==> config.mk <==
export PLATFORM = sky130hd
export DESIGN_NAME = signal_sync_edge_flags
export DESIGN_NICKNAME = d
export VERILOG_FILES = /design/src/rtl/signal_sync_edge_flags.sv
export SDC_FILE = /design/constraint.sdc
export NUM_CORES = 1
export LEC_CHECK = 0
export CAP_MARGIN = 20
export CELL_PAD_IN_SITES_DETAIL_PLACEMENT = 0
export CELL_PAD_IN_SITES_GLOBAL_PLACEMENT = 1
export CORE_MARGIN = 4
export CORE_UTILIZATION = 40
export CTS_CLUSTER_SIZE = 20
export DETAILED_ROUTE_END_ITERATION = 10
export DONT_BUFFER_PORTS = 1
export PLACE_DENSITY_LB_ADDON = 0.05
export SYNTH_ARGS = -nofsm -noshare
export SYNTH_HDL_FRONTEND = slang
export SYNTH_SLANG_ARGS = --single-unit
==> constraint.sdc <==
create_clock -name clk -period 1.09 [get_ports clk]
set_input_delay 0.109 -clock clk [delete_from_list [all_inputs] [get_ports clk]]
set_output_delay 0.109 -clock clk [all_outputs]
set_load 0.005 [all_outputs]
==> src/rtl/signal_sync_edge_flags.sv <==
// rtl/signal_sync_edge_flags.sv - multi-channel async input synchroniser, glitch filter and edge flag generator
//
// Purpose:
//   Each channel of sig_in is brought into the clk domain through a SYNC_STAGES-deep
//   flop chain and then glitch-filtered: a new level must be seen for FILTER_LEN
//   consecutive cycles before level_out follows it. On each accepted transition a
//   one-cycle pulse is emitted if edge_mode selects that edge direction, and a sticky
//   flag records it until flag_clr.
//
// Optional feature:
//   SIGSYNC_OVERRUN_EN - when defined, ovr_out[i] latches a pulse arriving while
//   flag_out[i] is still set and not being cleared. When undefined, ovr_out is 0.
//
// Ports:
//   clk        in   1            system clock, posedge
//   reset_n    in   1            asynchronous active-low reset
//   sig_in     in   CHANNELS     asynchronous inputs
//   edge_mode  in   2*CHANNELS   [2i]=rising enable, [2i+1]=falling enable
//   flag_clr   in   CHANNELS     sticky flag (and overrun) clear
//   level_out  out  CHANNELS     synchronised, filtered level
//   pulse_out  out  CHANNELS     one-cycle pulse per selected edge
//   flag_out   out  CHANNELS     sticky edge flag
//   ovr_out    out  CHANNELS     sticky overrun flag

module signal_sync_edge_flags #(
  parameter int CHANNELS    = 4,
  parameter int SYNC_STAGES = 2,
  parameter int FILTER_LEN  = 4
) (
  input  logic                    clk,
  input  logic                    reset_n,
  input  logic [CHANNELS-1:0]     sig_in,
  input  logic [2*CHANNELS-1:0]   edge_mode,
  input  logic [CHANNELS-1:0]     flag_clr,
  output logic [CHANNELS-1:0]     level_out,
  output logic [CHANNELS-1:0]     pulse_out,
  output logic [CHANNELS-1:0]     flag_out,
  output logic [CHANNELS-1:0]     ovr_out
);

  localparam int CNT_W = $clog2(FILTER_LEN) + 1;
  localparam logic [CNT_W-1:0] CNT_MAX = CNT_W'(FILTER_LEN - 1);

  for (genvar gi = 0; gi < CHANNELS; gi++) begin : g_ch
    logic [SYNC_STAGES-1:0] r_sync;
    logic [CNT_W-1:0]       r_cnt;
    logic                   r_level;
    logic                   r_pulse;
    logic                   r_flag;
    logic                   w_sync_q;
    logic                   w_accept;
    logic                   w_pulse_set;

    assign w_sync_q = r_sync[SYNC_STAGES-1];

    // The differing level has been seen on FILTER_LEN consecutive cycles once the
    // counter reaches FILTER_LEN-1 with sync_q still differing.
    assign w_accept = (w_sync_q != r_level) && (r_cnt == CNT_MAX);

    // sync_q is the new level on an accepted transition; edge_mode only matters here.
    assign w_pulse_set = w_accept && (w_sync_q ? edge_mode[2*gi] : edge_mode[2*gi+1]);

    // Plain shift chain, nothing between the stages.
    always_ff @(posedge clk or negedge reset_n) begin
      if (!reset_n) begin
        r_sync <= '0;
      end else begin
        r_sync <= {r_sync[SYNC_STAGES-2:0], sig_in[gi]};
      end
    end

    always_ff @(posedge clk or negedge reset_n) begin
      if (!reset_n) begin
        r_cnt   <= '0;
        r_level <= 1'b0;
      end else if (w_sync_q == r_level) begin
        r_cnt <= '0;
      end else if (w_accept) begin
        r_cnt   <= '0;
        r_level <= w_sync_q;
      end else begin
        r_cnt <= r_cnt + CNT_W'(1);
      end
    end

    // Flag is set on the same edge the pulse rises; set beats a concurrent clear.
    always_ff @(posedge clk or negedge reset_n) begin
      if (!reset_n) begin
        r_pulse <= 1'b0;
        r_flag  <= 1'b0;
      end else begin
        r_pulse <= w_pulse_set;
        r_flag  <= w_pulse_set | (r_flag & ~flag_clr[gi]);
      end
    end

    assign level_out[gi] = r_level;
    assign pulse_out[gi] = r_pulse;
    assign flag_out[gi]  = r_flag;

`ifdef SIGSYNC_OVERRUN_EN
    logic r_ovr;
    logic w_ovr_set;

    // An event lands on a flag software has not yet acknowledged.
    assign w_ovr_set = w_pulse_set & r_flag & ~flag_clr[gi];

    always_ff @(posedge clk or negedge reset_n) begin
      if (!reset_n) begin
        r_ovr <= 1'b0;
      end else begin
        r_ovr <= w_ovr_set | (r_ovr & ~flag_clr[gi]);
      end
    end

    assign ovr_out[gi] = r_ovr;
`else
    assign ovr_out[gi] = 1'b0;
`endif
  end

endmodule

==> flow_metrics.py <==
metrics = {
    "critical_path": {
        "rr_startpoint": "g_ch[1].r_cnt[0]",
        "reg2reg_to": "g_ch[1].r_level",
        "startpoint_type": "flop",
        "reg2reg_setup_slack_ns": -0.05,
        "arrival_ns": 1.35,
        "crit_path_end_kind": "flop",
        "reg2regPathDepth": 3,
        "worstPathRequired_ns": 1.30,
        "path_class": "flop to flop",
        "crit_fanout": 3,
    },
    "global_routing": {
        "grt_use_met1_pct": 13.3,
        "antenna_found_initial": 0,
        "grt_max_degree": 33,
        "grt_pass1_wl_um": 3690,
        "busiest_layer": "met2",
        "grt.met2_usage_pct": 17.8,
        "grt_overflow": 0,
        "grt.total_usage_pct": 11.6,
        "grt_pass1_vias": 815,
        "gr-usage-met3_pct": 6.46,
    },
    "worst_hold_path": {
        "hold_depth": 3,
        "min_path_type": "input port to flop",
        "min_to": "g_ch[3].r_pulse",
        "worstHoldStart": "edge_mode[6]",
    },
    "synth": {
        "yosysMostFrequentCell": "dfrtp_1",
        "ys.warnings.count": 0,
        "yosysSeqAreaShare_pct": 59.6,
        "async_reset_ff_share_pct": 100,
        "ys_ff_latch": 32,
        "synth_edf_count": 0,
        "netlist.area_leader.share_pct": 59.6,
        "synth_area_leaders": "dfrtp_1, buf_4, ha_1, mux2_1, nor3b_1",
        "synthesis.area_sq_um": 1340,
        "ys_types": 21,
        "synth_ff_type": "dfrtp_1",
        "synth.avg_cell_area_sq_um": 13.3,
        "syn_inst": 101,
        "synth_top_area_cell": "dfrtp_1",
        "ys_top_cells_by_count": "dfrtp_1, buf_4, nor3b_1",
    },
    "clock_tree": {
        "path_clk_slew_ns": 0.09,
        "cts_tree": "built",
        "clockBufferDepth": 2,
        "numCtsBuffers": 5,
        "h-tree-depth": 2,
        "root_buffer": "clkbuf_4",
        "clk_latency_ns": 0.32,
        "cts_num_sinks": 32,
    },
    "routing": {
        "first_pass_iters": 2,
        "drtIter0Drc": 38,
        "drtAntennaViolNets": 0,
        "avgViaCountPerCell": 4.54,
        "wire_per_inst_um": 12.4,
        "remaining_drc_errors": 0,
        "via_count": 759,
        "drt_wl_total_um": 2080,
    },
    "final_layout": {
        "fin_util_pct": 53.4,
        "seqCellArea_sq_um": 801,
        "drive_gt1_share_pct": 35.8,
        "multi_input_area_sq_um": 482,
        "area_delta_synth_final_pct": 24.3,
        "fin_cells": 167,
        "nNetsFinal": 144,
        "num_antenna_cells": 0,
        "fillers": 278,
    },
    "sta": {
        "hold_viol": 0,
        "rsz0062_at_grt": "true",
        "setup_ws_ns": -0.0511,
        "period_minus_slack_ns": 1.14,
        "finalClockSkew_ns": 0.00589,
        "finalMaxSlewViolations": 0,
        "period_share_pct": 105,
        "fmax_mhz": 876,
        "setup_viol": 5,
        "setup_tns_ns": -0.159,
    },
    "outcome": {
        "violations": "negative setup slack",
        "status": "finished, violations left",
    },
    "power_and_ir_drop": {
        "power_density_nw_per_um2": 2000,
        "finalPower_mw": 3.34,
        "ir_drop_v": 0.000809,
        "p_leak_nw": 0.794,
    },
    "placement": {
        "placedCellCount": 139,
        "gp_congestion": 0.659,
        "portBuffers": 0,
        "pre_cts_slack_ns": -0.0359,
        "dp_hpwl_um": 1380,
    },
    "job": {
        "max_cap_violations": 0,
    },
    "die": {
        "die_area_sq_um": 4350,
        "dieWidth_um": 65.9,
        "io_pins": 34,
        "die_h_um": 65.9,
        "core_area_sq_um": 3130,
        "rows": 20,
        "initial_core_util_pct": 42.9,
    },
}
critical path: stages, from the launching register on:
cell and delay, ns:
dfrtp_1 0.37, ha_2 0.18, nor2b_4 0.18, mux2_4 0.30
metal layers:
metal	share of wire (%)	vias up
li1	-	358
met1	43	367
met2	45	29
met3	10	5
met4	1.8	0
met5	0	-
metrics by stage:
stage / instance area, sq um / hold WS (ns)
4_1_cts: 1610 / 0.0506
3_5_place_dp: 1360 / -0.186
6_report: 1670 / 0.0722
3_3_place_gp: 1360 / -0.186
5_1_grt: 1670 / 0.0742
2_1_floorplan: 1380 / -0.187
where the power goes:
part	total (mW)	internal (mW)	switching, mW
registers	1.65	1.42	0.231
logic	1.00	0.652	0.351
clock network	0.689	0.318	0.371
total	3.34	2.39	0.952
state kept, by name (all words and copies together) (netlist names):
register	count
g_ch.r_cnt	12
g_ch.r_flag	4
g_ch.r_sync	8
g_ch.r_pulse	4
g_ch.r_level	4
how the worst max path moves through the flow:
| stage | start | to | depth (start not counted) |
|---|---|---|---|
| detailed placement | g_ch[3].r_cnt[0] | g_ch[3].r_level | 3 |
| finish | g_ch[1].r_cnt[0] | g_ch[1].r_level | 3 |
| floorplan | g_ch[2].r_cnt[0] | g_ch[2].r_level | 3 |
| CTS | g_ch[3].r_cnt[0] | g_ch[3].r_level | 3 |
| global placement | g_ch[3].r_cnt[0] | g_ch[3].r_level | 3 |
| global route | g_ch[3].r_cnt[0] | g_ch[3].r_level | 3 |
cell families after synthesis:
logic type                 after synthesis  share of synthesized area (%)
DFF                                     32                           59.6
and+or+nand+nor                         27                           15.8
buffers and inverters                   21                           10.3
AOI/OAI and AO/OA                        8                           4.29
adders and majority gates                4                           3.73
xor gates and xnor gates                 4                           2.61
muxes                                    4                           3.35
other                                    1                          0.279
cell usage in the layout (no fill, tap or decap), drive strengths merged, types with 4 or more instances in the layout:
cell,Yosys,routed
buf,16,16
clkbuf,0,8
conb,1,4
dfrtp,32,32
dlygate4sd3,0,11
ha,4,4
inv,5,5
mux2,4,4
nand3b,5,5
nor2b,4,4
nor3,4,4
nor3b,7,7
xnor2,4,4
timing repair:
action                                  4_1_cts  5_1_grt
hold endpoints to repair                     41        0
buffers inserted                              5        3
hold buffers                                 12        0
endpoints found under the setup margin        7       16
pin swaps                                     4        6
resized for setup                             4        8
area by class of cell:
cell class,count,area share (%)
flip-flops and latches,32,48.0
multi-input cells,51,28.9
repair buffers,27,15.2
clock buffers,8,3.52
well taps,44,3.30
inverters,5,1.12
No activity file was read; power rests on OpenSTA's default activity.
